<file path="config.mk">
export PLATFORM = sky130hd
export DESIGN_NAME = keypad_4x4_scanner
export DESIGN_NICKNAME = d
export VERILOG_FILES = /design/src/rtl/keypad_pkg.sv /design/src/rtl/keypad_tick_gen.sv /design/src/rtl/keypad_4x4_scanner.sv
export SDC_FILE = /design/constraint.sdc
export NUM_CORES = 1
export LEC_CHECK = 0
export ABC_AREA = 1
export BUFFER_PORTS_ARGS = -buffer_cell sky130_fd_sc_hd__buf_2
export CORE_ASPECT_RATIO = 1.2
export CORE_MARGIN = 2
export CORE_UTILIZATION = 60
export CTS_CLUSTER_SIZE = 16
export DETAILED_ROUTE_END_ITERATION = 10
export PLACE_DENSITY = 0.79
export SLEW_MARGIN = 5
export SYNTH_ARGS = -nofsm -noshare
export SYNTH_HDL_FRONTEND = slang
export SYNTH_SLANG_ARGS = --single-unit
</file>
<file path="constraint.sdc">
create_clock -name clk -period 1.85 [get_ports clk]
set_clock_uncertainty 0.15 [all_clocks]
set_input_delay 0.185 -clock clk [delete_from_list [all_inputs] [get_ports clk]]
set_output_delay 0.185 -clock clk [all_outputs]
set_load 0.02 [all_outputs]
</file>
<file path="src/rtl/keypad_pkg.sv">
// Shared definitions for the 4x4 matrix keypad scanner: FSM encoding,
// column reset pattern, named key codes and small one-hot helpers.
package keypad_pkg;

    typedef enum logic [1:0] {
        SCAN       = 2'd0,
        PRESS_DB   = 2'd1,
        HOLD       = 2'd2,
        RELEASE_DB = 2'd3
    } kp_state_e;

    localparam logic [3:0] COL_INIT = 4'b0001;

    // Key code = row_idx*4 + col_idx, named so tops can decode commands
    localparam logic [3:0] KEY_0 = 4'h0;
    localparam logic [3:0] KEY_1 = 4'h1;
    localparam logic [3:0] KEY_2 = 4'h2;
    localparam logic [3:0] KEY_3 = 4'h3;
    localparam logic [3:0] KEY_4 = 4'h4;
    localparam logic [3:0] KEY_5 = 4'h5;
    localparam logic [3:0] KEY_6 = 4'h6;
    localparam logic [3:0] KEY_7 = 4'h7;
    localparam logic [3:0] KEY_8 = 4'h8;
    localparam logic [3:0] KEY_9 = 4'h9;
    localparam logic [3:0] KEY_A = 4'hA;
    localparam logic [3:0] KEY_B = 4'hB;
    localparam logic [3:0] KEY_C = 4'hC;
    localparam logic [3:0] KEY_D = 4'hD;
    localparam logic [3:0] KEY_E = 4'hE;
    localparam logic [3:0] KEY_F = 4'hF;

    // True when exactly one bit of the 4-bit vector is set
    function automatic logic is_onehot4(input logic [3:0] v);
        return (v != 4'b0000) && ((v & (v - 4'b0001)) == 4'b0000);
    endfunction

    // Index of the set bit of a one-hot vector (0 for anything else)
    function automatic logic [1:0] onehot4_to_idx(input logic [3:0] v);
        logic [1:0] idx;
        case (v)
            4'b0001: idx = 2'd0;
            4'b0010: idx = 2'd1;
            4'b0100: idx = 2'd2;
            4'b1000: idx = 2'd3;
            default: idx = 2'd0;
        endcase
        return idx;
    endfunction

    // Next column in the scan order 0001 -> 0010 -> 0100 -> 1000 -> 0001
    function automatic logic [3:0] rotate_col(input logic [3:0] v);
        return {v[2:0], v[3]};
    endfunction

endpackage

</file>
<file path="src/rtl/keypad_tick_gen.sv">
// Free-running scan tick divider: one-clk tick every SCAN_DIV clocks.
module keypad_tick_gen
    import keypad_pkg::*;
#(
    parameter int SCAN_DIV = 125000
) (
    input  logic clk,
    input  logic reset_p,
    output logic tick
);

    localparam int             CW       = $clog2(SCAN_DIV);
    localparam logic [CW-1:0]  LAST     = CW'(SCAN_DIV - 1);
    localparam logic [CW-1:0]  PRE_LAST = CW'(SCAN_DIV - 2);
    localparam logic [CW-1:0]  ONE      = CW'(1);
    localparam logic [CW-1:0]  ZERO     = CW'(0);

    logic [CW-1:0] r_cnt;
    logic          r_tick;

    // Counter wraps at SCAN_DIV-1; tick is registered so it is high exactly while r_cnt == LAST
    always_ff @(posedge clk or posedge reset_p) begin
        if (reset_p) begin
            r_cnt  <= ZERO;
            r_tick <= 1'b0;
        end else begin
            if (r_cnt == LAST) begin
                r_cnt <= ZERO;
            end else begin
                r_cnt <= r_cnt + ONE;
            end
            r_tick <= (r_cnt == PRE_LAST);
        end
    end

    assign tick = r_tick;

endmodule

</file>
<file path="src/rtl/keypad_4x4_scanner.sv">
// 4x4 matrix keypad scanner: column drive, row synchronizer, press and
// release debouncing, and a single coded key event per press.
module keypad_4x4_scanner
    import keypad_pkg::*;
#(
    parameter int SCAN_DIV       = 125000,
    parameter int DEBOUNCE_TICKS = 20
) (
    input  logic       clk,
    input  logic       reset_p,
    input  logic [3:0] row,
    output logic [3:0] col,
    output logic [3:0] key_value,
    output logic       key_valid,
    output logic       key_pressed
);

    localparam int             DBW       = $clog2(DEBOUNCE_TICKS + 1);
    localparam logic [DBW-1:0] DB_ZERO   = DBW'(0);
    localparam logic [DBW-1:0] DB_ONE    = DBW'(1);
    localparam logic [DBW-1:0] DB_DONE   = DBW'(DEBOUNCE_TICKS);
    localparam logic           DB_SINGLE = (DEBOUNCE_TICKS == 1);

    logic            w_tick;
    logic [3:0]      r_row_meta;
    logic [3:0]      r_row_s;

    kp_state_e       r_state,       w_state_next;
    logic [3:0]      r_col,         w_col_next;
    logic [1:0]      r_col_idx,     w_col_idx_next;
    logic [3:0]      r_row_pat,     w_row_pat_next;
    logic [DBW-1:0]  r_db_cnt,      w_db_cnt_next;
    logic [3:0]      r_key_value,   w_key_value_next;
    logic            r_key_valid,   w_key_valid_next;
    logic            r_key_pressed, w_key_pressed_next;

    logic [DBW-1:0]  w_db_cnt_inc;
    logic [3:0]      w_acc_pat;
    logic [1:0]      w_acc_cidx;
    logic            w_acc_single;
    logic [3:0]      w_acc_code;

    keypad_tick_gen #(
        .SCAN_DIV (SCAN_DIV)
    ) u_tick_gen (
        .clk     (clk),
        .reset_p (reset_p),
        .tick    (w_tick)
    );

    // Two-flop synchronizer for the asynchronous row lines
    always_ff @(posedge clk or posedge reset_p) begin
        if (reset_p) begin
            r_row_meta <= 4'b0000;
            r_row_s    <= 4'b0000;
        end else begin
            r_row_meta <= row;
            r_row_s    <= r_row_meta;
        end
    end

    // Acceptance uses live values when accepting straight out of SCAN, latched ones otherwise
    assign w_db_cnt_inc = r_db_cnt + DB_ONE;
    assign w_acc_pat    = (r_state == SCAN) ? r_row_s : r_row_pat;
    assign w_acc_cidx   = (r_state == SCAN) ? onehot4_to_idx(r_col) : r_col_idx;
    assign w_acc_single = is_onehot4(w_acc_pat);
    assign w_acc_code   = {onehot4_to_idx(w_acc_pat), w_acc_cidx};

    // Next-state and output logic; all decisions are taken on scan ticks only
    always_comb begin
        w_state_next       = r_state;
        w_col_next         = r_col;
        w_col_idx_next     = r_col_idx;
        w_row_pat_next     = r_row_pat;
        w_db_cnt_next      = r_db_cnt;
        w_key_value_next   = r_key_value;
        w_key_valid_next   = 1'b0;
        w_key_pressed_next = r_key_pressed;

        case (r_state)
            SCAN: begin
                if (!w_tick) begin
                    w_state_next = SCAN;
                end else if (r_row_s == 4'b0000) begin
                    w_col_next = rotate_col(r_col);
                end else begin
                    w_col_idx_next = onehot4_to_idx(r_col);
                    w_row_pat_next = r_row_s;
                    w_db_cnt_next  = DB_ONE;
                    if (!DB_SINGLE) begin
                        w_state_next = PRESS_DB;
                    end else if (w_acc_single) begin
                        w_key_value_next   = w_acc_code;
                        w_key_valid_next   = 1'b1;
                        w_key_pressed_next = 1'b1;
                        w_state_next       = HOLD;
                    end else begin
                        w_state_next = HOLD;
                    end
                end
            end

            PRESS_DB: begin
                if (!w_tick) begin
                    w_state_next = PRESS_DB;
                end else if (r_row_s != r_row_pat) begin
                    // Bounce: drop the candidate and move on to the next column
                    w_state_next = SCAN;
                    w_col_next   = rotate_col(r_col);
                end else begin
                    w_db_cnt_next = w_db_cnt_inc;
                    if (w_db_cnt_inc != DB_DONE) begin
                        w_state_next = PRESS_DB;
                    end else if (w_acc_single) begin
                        w_key_value_next   = w_acc_code;
                        w_key_valid_next   = 1'b1;
                        w_key_pressed_next = 1'b1;
                        w_state_next       = HOLD;
                    end else begin
                        // Ghost or multi-press: wait for release without an event
                        w_state_next = HOLD;
                    end
                end
            end

            HOLD: begin
                if (!w_tick || (r_row_s != 4'b0000)) begin
                    w_state_next = HOLD;
                end else begin
                    w_db_cnt_next = DB_ONE;
                    if (DB_SINGLE) begin
                        w_key_pressed_next = 1'b0;
                        w_col_next         = rotate_col(r_col);
                        w_state_next       = SCAN;
                    end else begin
                        w_state_next = RELEASE_DB;
                    end
                end
            end

            RELEASE_DB: begin
                if (!w_tick) begin
                    w_state_next = RELEASE_DB;
                end else if (r_row_s != 4'b0000) begin
                    w_state_next = HOLD;
                end else begin
                    w_db_cnt_next = w_db_cnt_inc;
                    if (w_db_cnt_inc == DB_DONE) begin
                        w_key_pressed_next = 1'b0;
                        w_col_next         = rotate_col(r_col);
                        w_state_next       = SCAN;
                    end else begin
                        w_state_next = RELEASE_DB;
                    end
                end
            end

            default: begin
                w_state_next       = SCAN;
                w_col_next         = COL_INIT;
                w_db_cnt_next      = DB_ZERO;
                w_key_pressed_next = 1'b0;
            end
        endcase
    end

    // State and output registers
    always_ff @(posedge clk or posedge reset_p) begin
        if (reset_p) begin
            r_state       <= SCAN;
            r_col         <= COL_INIT;
            r_col_idx     <= 2'd0;
            r_row_pat     <= 4'b0000;
            r_db_cnt      <= DB_ZERO;
            r_key_value   <= 4'h0;
            r_key_valid   <= 1'b0;
            r_key_pressed <= 1'b0;
        end else begin
            r_state       <= w_state_next;
            r_col         <= w_col_next;
            r_col_idx     <= w_col_idx_next;
            r_row_pat     <= w_row_pat_next;
            r_db_cnt      <= w_db_cnt_next;
            r_key_value   <= w_key_value_next;
            r_key_valid   <= w_key_valid_next;
            r_key_pressed <= w_key_pressed_next;
        end
    end

    assign col         = r_col;
    assign key_value   = r_key_value;
    assign key_valid   = r_key_valid;
    assign key_pressed = r_key_pressed;

endmodule

</file>
Word-level counts from Yosys, hierarchy flattened
Index checks and enable logic that the tools add are counted.

Word-level logic and storage cells: 104. Input bits: 6. Flip-flop bits (word level): 49.

Add/subtract/negate cells: 3. Equality and inequality tests: 27. Reductions and logical operators: 15. Bitwise logic cells: 4. Multiplexer cells: 43.

Operator list (number): 5-bit 2-to-1 mux (7); 17-bit == test (second input constant) (2); 4-bit 2-to-1 mux (8); 5-bit one-hot mux with 4 select lines (1); 17-bit by 1-bit adder with 17-bit output (second input constant) (1); 17-bit 2-to-1 mux (1); 2-bit 2-to-1 mux (8); 2-bit != test (second input constant) (8); 8-bit AND reduction (2); 1-bit 2-to-1 mux (13); 2-bit one-hot mux with 3 select lines (2); 4-bit one-hot mux with 3 select lines (1); 4-bit by 2-bit == test with 1-bit output (second input constant) (2); 4-bit by 3-bit == test with 1-bit output (second input constant) (2); 4-bit == test (second input constant) (2); 4-bit logical NOT (2); 2-bit by 1-bit != test with 1-bit output (second input constant) (4); 2-bit one-hot mux with 4 select lines (1); 4-bit nonzero test (2); 7-bit AND reduction (1); 5-bit by 1-bit adder with 5-bit output (second input constant) (1); 5-bit == test (second input constant) (1); 5-bit != test (second input constant) (1); 5-bit AND reduction (1); other kinds (15) (18).

Longest topological paths before layout
Gate-level depths: netlist (run 1).

Depth after elaboration: 11. Mapped depth: 13.

Hierarchy
Synthesis (run 1) repeated with hierarchy kept, for this count alone.

Cell total of the unflattened synthesis: 378. Area total of the unflattened synthesis: 2791.4 µm².

Modules (own cells, without submodules): keypad_4x4_scanner (instances 1, cells an instance 230, area each 1778.0 µm², seq. area each 777.0 µm²); keypad_tick_gen (instances 1, cells an instance 148, area each 1013.5 µm², seq. area each 450.4 µm²).

Least setup slack after synthesis (run 1)
No wires, ideal clock.

Path type: register to register. Start: register r_db_cnt[0]. End: register r_col[3], in the netlist col[3]. Cell stages (with the launch flop): 10. Required time: 1579 ps. Clock period less this slack: 1687 ps. Path slack: 163 ps. Arrival time: 1415 ps. Cell sequence: dfrtp_1 ha_1 nand2_1 nand2_2 nor2_2 nand3_1 o21ai_2 nand3_2 nand2_1 o21ai_1.

Longest elaborated chain between the ends: 4.

Ends and longest elaborated chain: start: declaration (line keypad_4x4_scanner.sv:32) `logic [DBW-1:0] r_db_cnt, w_db_cnt_next;`; start signal: assignment (line keypad_4x4_scanner.sv:183) `r_db_cnt <= w_db_cnt_next;`; 5-bit by 1-bit adder with 5-bit output (line keypad_4x4_scanner.sv:63) `assign w_db_cnt_inc = r_db_cnt + DB_ONE;`; 5-bit == test (line keypad_4x4_scanner.sv:148) `if (w_db_cnt_inc == DB_DONE) begin`; 2-bit != test (no line); 8-bit AND reduction (no line); end signal: assignment (line keypad_4x4_scanner.sv:180) `r_col <= w_col_next;`; end: declaration (line keypad_4x4_scanner.sv:29) `logic [3:0] r_col, w_col_next;`.

No other way between the ends. A chain may end at the register's enable or synchronous reset.

Worst setup path after layout (run 1)
Start: register u_tick_gen.r_cnt[0]. End: register u_tick_gen.r_cnt[14].

Longest elaborated chain between the ends: 2. Elaborated cells between the ends (all ways): 3.

Ends and longest elaborated chain: start: declaration (line keypad_tick_gen.sv:18) `logic [CW-1:0] r_cnt;`; start signal: assignment (line keypad_tick_gen.sv:30) `r_cnt <= r_cnt + ONE;`; 17-bit by 1-bit adder with 17-bit output or 17-bit == test (tied branches) (line keypad_tick_gen.sv:30, keypad_tick_gen.sv:27); 17-bit 2-to-1 mux (*) (line keypad_tick_gen.sv:27) `if (r_cnt == LAST) begin`.

Mark *: on every way between the ends. The rest lies on a longest branch, timed or not.

==> out/qor.csv, run 1 <==
metric,value,unit
status,"complete, no violations",
mapped cell area,0.00255,sq mm
CP startpoint kind,flip-flop,
initial antenna violation count,0,
maxcap violations,0,
Static Leak,1.56,nW
"Data required, critical path",1.91,ns
Fmax,545,MHz
die area,0.00480,sq mm
R2R Setup Slk,0.02,ns
global-route wire length before repair,8370,microns
TritonCTS buffer count,5,
post-route insts no fill,419,
Slew headroom,74.2,%
DRC viols,0,
Synth Register Bits,49,
vias in the first global route,2032,
VDD IR-drop max,566,uV
number of DRC markers in iteration 0,85,
RSZ-0062 raised after global routing,true,
register area share after synthesis,48.0,%
fin crit share,99.1,%
htree depth,2,
FP Rows,26,
ratio of cells with drive above 1 in the final layout,26.2,%
syn_nets,332,
detailed-router iteration count before antenna repair,4,
storage element area,0.00123,sq mm
fin nets,372,
Slew @ Worst Pin,0.386,ns
"Max FO, Critical Path",4,
largest net degree at the start of global routing,50,
I/O Buffers,15,
Worst Hold Class,flip-flop to flip-flop,
GRT overflow,0,
synthesized instance count,322,
final hold violation count,0,
"Reg clk slew, reported paths",0.10,ns
vias post-DR,2147,
detailed-placement wirelength estimate,3590,microns
# IOs,16,
initial core utilization,61.4,%
fin. max-slew vios,0,
synth warn,0,
fillcell total,330,
core box area,0.00416,sq mm
Int Pwr,1.39,mW
power share of the clock group,37.0,%
Setup Viol. Count Final,0,
WHS,0.209,ns
total track usage,22.2,%
Die Wd,63.6,microns
gpl congestion,0.883,
CTS Sinks,49,
Multi-input gate area,0.00125,sq mm
clk root buf,clkbuf_8,
Switch Pwr,0.446,mW
drt wl/cell,12.4,microns
chip height,75.5,microns
clk_lat worst skew,0.31,ns
Layout area overhead,21.3,%
TritonCTS clock tree,built,
diode count,0,
Reg power frac,59.0,%
sw frac,24.2,%
CP Capture Type,flip-flop,
pwr/cell area,593,mW/mm^2
kind of critical path,flip-flop to flip-flop,
"Distinct cells, synth",34,
placed cells,400,
post-route minimum period,1.83,ns
clock buffer depth,2,
Routed Antenna Nets,0,
Combinational Power Share,4.0,%
mean post-synth cell area,7.93,sq um
Via density,5.12,
Arrival @ worst endpoint,1.89,ns
drt total wl,5190,microns
-- placed cells by master, fill, tap and decap left out, types with 2 or more instances in the layout --
cell	instances
dlygate4sd3_1	5
ha_4	2
a21oi_1	5
nand3_4	2
nand3_1	22
xor2_1	10
inv_1	37
nand2_4	2
nor2_2	6
inv_2	9
nand3_2	2
nand2_2	16
nor4_2	3
nand4_1	8
o21ai_0	9
nor2_1	28
buf_4	14
nor2_4	5
o21ai_1	8
ha_1	2
nand2_1	79
buf_2	15
dfrtp_1	48
clkbuf_8	5
inv_6	2
-- cells in the mapped netlist --
library cell  count  share of area [%]
dfrtp_1          48                 47
nand2_2           7                1.7
inv_1            41                6.0
dfstp_2           1                1.0
nand3b_1          1               0.29
xor2_1           10                3.4
nor4_1            4               0.98
o221ai_1          1               0.34
o21ai_0          11                2.2
clkbuf_1          1               0.15
nor2_4            3                1.3
o21ai_1           7                1.4
nor2_2            4               0.98
inv_2             5               0.73
a21oi_1           6                1.2
buf_6             1               0.44
a21o_1            1               0.29
inv_4             1               0.25
nor3b_1           1               0.29
o21ai_2           1               0.34
or2_0             1               0.25
nand3_1          24                4.7
and3_1            1               0.25
ha_1              4                2.0
nand2_1          89                 13
and2_4            1               0.34
clkinv_4          1               0.34
buf_2             1               0.20
nand3_2           2               0.78
nor3_1            1               0.20
nand4_2           1               0.49
nand2_4           1               0.44
nor2_1           32                4.7
nand4_1           8                2.0
-- path summary, 6_finish.rpt --
check	from	endpoint	cells past startpoint
max in group asynchronous	reset_p	col[0]	4
worst min-delay path	r_row_meta[1]	r_row_s[1]	0
worst max register to register	u_tick_gen.r_cnt[0]	u_tick_gen.r_cnt[14]	10
worst max-delay path	u_tick_gen.r_cnt[0]	u_tick_gen.r_cnt[14]	10
min in group asynchronous	reset_p	r_row_meta[0]	4
worst min register to register	r_row_meta[1]	r_row_s[1]	0
-- registers in the layout (all words and copies together) (netlist names) --
signal / flops
u_tick_gen.r_cnt: 17
u_tick_gen.tick: 1
r_row_meta: 4
r_state: 2
r_db_cnt: 5
r_col_idx: 2
key_valid: 1
key_pressed: 1
r_row_s: 4
key_value: 4
col: 4
r_row_pat: 4
-- final cells by class --
cell class | instances | area share, %
clock buffer | 5 | 2.22
clock inverter | 3 | 0.929
inverter | 48 | 6.06
multi-input combinational | 222 | 40.5
sequential | 49 | 39.6
tap | 56 | 2.26
timing repair buffer | 36 | 8.44
-- layer usage --
layer | routed length [microns] | global-route usage [%] | vias to the layer above
li1 | - | - | 1101
met1 | 2280 | 25.7 | 1011
met2 | 2710 | 41.2 | 27
met3 | 114 | 4.14 | 8
met4 | 92 | 8.70 | 0
met5 | 0 | 0 | -
-- power groups by stage --
stage	clock network, mW	registers (mW)	logic (mW)
6_report	0.681	1.08	0.0735
5_1_grt	0.744	1.09	0.0834
4_1_cts	0.700	1.08	0.0740
3_5_place_dp	0	1.11	0.0657
3_3_place_gp	0	1.11	0.0637
2_1_floorplan	0	1.10	0.0449
-- cell families after synthesis --
family / count (synthesis) / synth area share (%)
AND/OR/NAND/NOR: 181 / 32.8
buffers and inverters: 51 / 8.13
flip-flops: 49 / 48.0
AO/OA/AOI/OAI: 27 / 5.68
XOR/XNOR: 10 / 3.43
adder cells (fa/ha/maj): 4 / 1.96
-- critical path, cell delays in order (launching register included) --
cell	delay, ns
dfrtp_1	0.45
ha_4	0.17
nand2_2	0.06
inv_2	0.07
nand4_1	0.11
nor2_2	0.21
nand3_2	0.14
nor2_2	0.13
inv_1	0.06
o21ai_1	0.11
nor2_1	0.05
-- through the flow --
step | power, mW | area (sq um) | setup TNS [ns] | utilization (%) | setup slack, ns
2_1_floorplan | 1.15 | 2550 | 0 | - | 0.163
3_3_place_gp | 1.17 | 2770 | 0 | 66.5 | 0.0849
3_5_place_dp | 1.17 | 2770 | -0.0120 | 66.5 | -0.0120
4_1_cts | 1.86 | 2930 | 0 | 70.3 | 0.0147
5_1_grt | 1.91 | 3100 | -0.731 | 74.4 | -0.125
6_report | 1.84 | 3100 | 0 | 74.4 | 0.0166
-- what timing repair did --
item | CTS | global route
setup buffers | 0 | 6
gates resized for setup | 2 | 37
setup endpoints to repair | 4 | 26
hold buffers | 5 | 0
hold endpoints to repair | 53 | 0
pin swaps | 0 | 7
gates cloned | 0 | 0
Power figures use the tool's default switching activity.
==> inputs of run 2 (changes only) <==
- CORE_ASPECT_RATIO: 1.2 -> default
- SLEW_MARGIN: 5 -> default
==> run 2 against run 1 <==
Net effect: the flow now finishes with violations (setup timing); setup slack lost 0.021 ns; die area hardly changed; flip-flop and latch count unchanged; clock-buffer cell count is the same; core utilization grew 1.4 points; largest power group unchanged; maximum frequency down 1.1%; routed wire length is 2.6% lower; cell count is 0.72% lower; sequential share of layout area up 0.39 points.
==> out/qor.csv, run 2 (same netlist as run 1, synthesis figures left out) <==
metric,value,unit
final worst setup slack,-0.00459,ns
Static Leak,1.57,nW
clk_lat worst skew,0.30,ns
diode count,0,
Worst Hold Class,primary input to asynchronous set/reset pin,
TritonCTS clock tree,built,
number of DRC markers in iteration 0,129,
TritonCTS buffer count,5,
"Reg clk slew, reported paths",0.10,ns
"most common cell after layout, fill and taps aside",nand2_1,
dpl cell area,0.00275,sq mm
status,"finished, violations left",
htree depth,2,
fin crit share,100,%
cell area after layout,0.00308,sq mm
global-route wire length before repair,8290,microns
CTS Sinks,49,
most frequent cells in the layout,"nand2_1, dfrtp_1, inv_1, nor2_1, nand3_1",
clock buffer depth,2,
largest net degree at the start of global routing,48,
placed cells,392,
fin. max-slew vios,0,
FP Rows,23,
r2r startpoint,u_tick_gen.r_cnt[1],
CP Capture Type,flip-flop,
clk root buf,clkbuf_8,
storage element area,0.00123,sq mm
drt wl/cell,12.2,microns
initial antenna violation count,0,
fin nets,375,
"Max FO, Critical Path",4,
drt total wl,5060,microns
biggest regs,"u_tick_gen.r_cnt (17), r_db_cnt (5)",
detailed-placement wirelength estimate,3360,microns
post-route minimum period,1.85,ns
final hold violation count,0,
maxcap violations,0,
fillcell total,274,
ratio of cells with drive above 1 in the final layout,24.3,%
detailed-router iteration count before antenna repair,5,
kind of critical path,flip-flop to flip-flop,
Routed Antenna Nets,0,
Setup Viol. Count Final,1,
crit path launch,u_tick_gen.r_cnt[1],
DRC viols,0,
initial core utilization,63.0,%
# IOs,16,
total track usage,21.2,%
Layout area overhead,20.4,%
max reg flops,17,
failing checks,setup timing,
core box area,0.00406,sq mm
Slew headroom,75.8,%
vias post-DR,2150,
Final Core Density,75.8,%
vias in the first global route,1982,
Multi-input gate area,0.00121,sq mm
Reg-to-Reg End,u_tick_gen.r_cnt[14],
Via density,5.17,
post-route insts no fill,416,
"Data required, critical path",1.90,ns
Setup crit end,u_tick_gen.r_cnt[14],
Fmax,539,MHz
GRT overflow,0,
I/O Buffers,15,
FF-to-FF path depth,10,
Die Wd,69.3,microns
Slew @ Worst Pin,0.361,ns
chip height,69.3,microns
VDD IR-drop max,643,uV
pwr/cell area,597,mW/mm^2
R2R Setup Slk,-0.005,ns
die area,0.00480,sq mm
Largest Register,u_tick_gen.r_cnt,
gpl congestion,0.893,
CP startpoint kind,flip-flop,
Arrival @ worst endpoint,1.90,ns
==> run 2: cell types whose count changed in the layout (fill, tap and decap cells not counted), sizes merged <==
cell	change
buf	+2
dlymetal6s2s	+1
==> run 2: critical path: stages (launching register included) <==
cell and delay (ns):
dfrtp_1 0.39, ha_2 0.20, nand2_2 0.07, inv_2 0.07, nand4_1 0.11, nor2_2 0.23
nand3_4 0.14, nor2_4 0.11, inv_1 0.06, o21ai_1 0.14, nor2_1 0.06
==> run 2: area by class of cell <==
cell class,count,area share (%)
sequential,49,40.0
clock buffer,5,2.24
inverter,48,6.10
timing repair buffer,39,9.40
clock inverter,3,0.936
tap,50,2.03
multi-input combinational,222,39.3
==> run 2: what timing repair did <==
action / CTS / global route
hold buffers: 5 / 0
cloned: 0 / 0
pin swaps: 1 / 6
buffers inserted: 2 / 9
endpoints found under the setup margin: 1 / 23
endpoints found under the hold margin: 53 / 0
gates resized for setup: 0 / 27
==> run 2: per-layer routing <==
layer,up-vias,track usage [%],wire [microns]
li1,1096,-,-
met2,66,34.8,2450
met4,0,6.54,44
met3,4,5.09,217
met5,-,0,0
met1,984,27.8,2350
==> run 2: worst min-delay path by stage <==
| stage | end | slack (ns) | depth (start not counted) |
|---|---|---|---|
| 4_1_cts | r_row_meta[1] | 0.11 | 3 |
| 5_1_grt | r_row_meta[1] | 0.11 | 3 |
| 3_5_place_dp | r_row_meta[1] | -0.1 | 2 |
| 2_1_floorplan | r_row_meta[0] | 0.07 | 0 |
| 3_3_place_gp | r_row_meta[1] | -0.10 | 2 |
| 6_report | r_row_meta[1] | 0.12 | 3 |
==> run 2: power by group <==
| part | leakage [nW] | switching [mW] | total, mW | internal [mW] |
|---|---|---|---|---|
| combinational | 0.876 | 0.0437 | 0.0723 | 0.0286 |
| sequential | 0.645 | 0.00594 | 1.09 | 1.08 |
| clock | 0.0511 | 0.393 | 0.679 | 0.286 |
| total | 1.57 | 0.442 | 1.84 | 1.39 |
==> run 2: stage by stage <==
step,power (mW),setup TNS (ns),worst slack [ns],hold slack (ns)
global route,1.92,-0.468,-0.0950,0.109
CTS,1.85,0,0.0242,0.115
global placement,1.17,0,0.0850,-0.100
floorplan,1.15,0,0.163,0.0664
finish,1.84,-0.00459,-0.00459,0.120
detailed placement,1.17,0,0.0436,-0.0989
==> inputs of run 3 (changes only) <==
- CORE_ASPECT_RATIO: default -> 1.1
- SLEW_MARGIN: default -> 20
==> run 3 against run 2 <==
Net effect: the run now ends clean; non-clock buffer count grew 1; register-to-register slack gained 0.08 ns; sequential power is essentially flat; critical path depth is the same; core utilization shrank 0.14 points; cell area shrank 1.0%; die area is essentially flat; combinational power grew 2.8%; sequential share of layout area grew 0.37 points; clock power shrank 4.9%; via count shrank 1.0%; setup slack gained 0.082 ns; largest power group unchanged.
==> out/qor.csv, run 3 (same netlist as run 1, synthesis figures left out) <==
metric,value,unit
Slew @ Worst Pin,0.581,ns
crit-path cells,"ha_2, nand2_2, inv_2, nand4_1, nor2_2, nand3_2, nor2_2, inv_1, o21ai_1, nor2_1",
die area,0.00480,sq mm
fin. max-slew vios,0,
Routed Antenna Nets,0,
Worst Hold Class,flip-flop to flip-flop,
initial antenna violation count,0,
detailed-placement wirelength estimate,3340,microns
number of DRC markers in iteration 0,90,
max reg flops,17,
TNS Setup,0,ns
largest net degree at the start of global routing,50,
GRT overflow,0,
DRC viols,0,
most frequent cells in the layout,"nand2_1, dfrtp_1, inv_1, nor2_1, nand3_1",
RSZ-0062 raised after global routing,true,
chip height,72.4,microns
kind of critical path,flip-flop to flip-flop,
Setup Viol. Count Final,0,
# IOs,16,
Via density,5.08,
post-route minimum period,1.77,ns
Fmax,564,MHz
detailed-router iteration count before antenna repair,5,
Arrival @ worst endpoint,1.82,ns
clk_lat worst skew,0.31,ns
CP dominant cell by count,nor2_2,
"Data required, critical path",1.90,ns
TritonCTS clock tree,built,
TritonCTS buffer count,5,
Slew headroom,61.3,%
clk root buf,clkbuf_8,
total track usage,21.4,%
dpl cell area,0.00275,sq mm
vias in the first global route,1919,
vias post-DR,2128,
maxcap violations,0,
clock buffer depth,2,
final hold violation count,0,
biggest regs,"u_tick_gen.r_cnt (17), r_db_cnt (5)",
"CP delay by family, top",simple AND/OR/NAND/NOR gates,
Static Leak,1.55,nW
fin nets,376,
"most common cell after layout, fill and taps aside",nand2_1,
fin crit share,95.8,%
placed cells,396,
WP buf/inv,2,
R2R Setup Slk,0.08,ns
pwr/cell area,593,mW/mm^2
Layout area overhead,19.1,%
"Max FO, Critical Path",4,
CP max-delay cell,dfrtp_1,
cell area after layout,0.00304,sq mm
diode count,0,
gpl congestion,0.831,
CTS Sinks,49,
overall power,1.80,mW
fillcell total,295,
core box area,0.00402,sq mm
"Reg clk slew, reported paths",0.09,ns
htree depth,2,
CP Capture Type,flip-flop,
VDD IR-drop max,552,uV
global-route wire length before repair,7940,microns
FP Rows,24,
post-route insts no fill,419,
ratio of cells with drive above 1 in the final layout,24.5,%
initial core utilization,63.5,%
drt total wl,4820,microns
I/O Buffers,15,
drt wl/cell,11.5,microns
Critical Path Max Stage Delay,0.37,ns
Die Wd,66.2,microns
CP startpoint kind,flip-flop,
Largest Register,u_tick_gen.r_cnt,
status,"complete, no violations",
==> run 3: worst paths after layout <==
check / depth (start not counted) / start / end
min: 0 / r_row_meta[2] / r_row_s[2]
min reg2reg: 0 / r_row_meta[2] / r_row_s[2]
max: 10 / u_tick_gen.r_cnt[0] / u_tick_gen.r_cnt[14]
max reg2reg: 10 / u_tick_gen.r_cnt[0] / u_tick_gen.r_cnt[14]
max in group asynchronous: 4 / reset_p / r_state[0]
min in group asynchronous: 4 / reset_p / r_db_cnt[4]
==> run 3: metrics by stage <==
step | setup slack (ns) | hold slack [ns] | utilization [%]
2_1_floorplan | 0.163 | 0.0664 | -
3_3_place_gp | 0.0856 | 0.143 | 68.3
3_5_place_dp | -0.00910 | 0.146 | 68.3
4_1_cts | 0.0230 | 0.207 | 72.1
5_1_grt | -0.0572 | 0.217 | 75.7
6_report | 0.0774 | 0.206 | 75.7
==> run 3: routing by layer <==
metal  vias to the layer above  wire (microns)  part of all wire (%)  GRT usage, %
met3                         6             143                   3.0          3.72
met4                         0              68                   1.4          7.48
met5                         -               0                     0             0
met2                        35            2340                    49          36.7
met1                       977            2260                    47          27.3
li1                       1110               -                     -             -
==> run 3: cell type report <==
type / count / area (sq um) / share of cell area, %
Timing Repair Buffer: 40 / 275 / 9.04
Clock inverter: 3 / 25.0 / 0.822
Multi-Input combinational cell: 222 / 1190 / 39.2
Clock buffer: 5 / 68.8 / 2.26
Inverter: 48 / 188 / 6.17
Sequential cell: 49 / 1230 / 40.4
Tap cell: 52 / 65.1 / 2.14
==> run 3: what timing repair did <==
action                                 in CTS  in global routing
resized for setup                           1                 20
buffers inserted                            0                 10
hold buffers                                5                  0
setup endpoints to repair                   2                 23
endpoints found under the hold margin      52                  0
pin swaps                                   0                 13
==> run 3: report_power, final <==
| group | total (mW) | internal (mW) | switching, mW |
|---|---|---|---|
| Sequential | 1.09 | 1.08 | 0.00610 |
| Combinational | 0.0743 | 0.0294 | 0.0449 |
| Clock | 0.646 | 0.273 | 0.373 |
| Total | 1.80 | 1.38 | 0.423 |
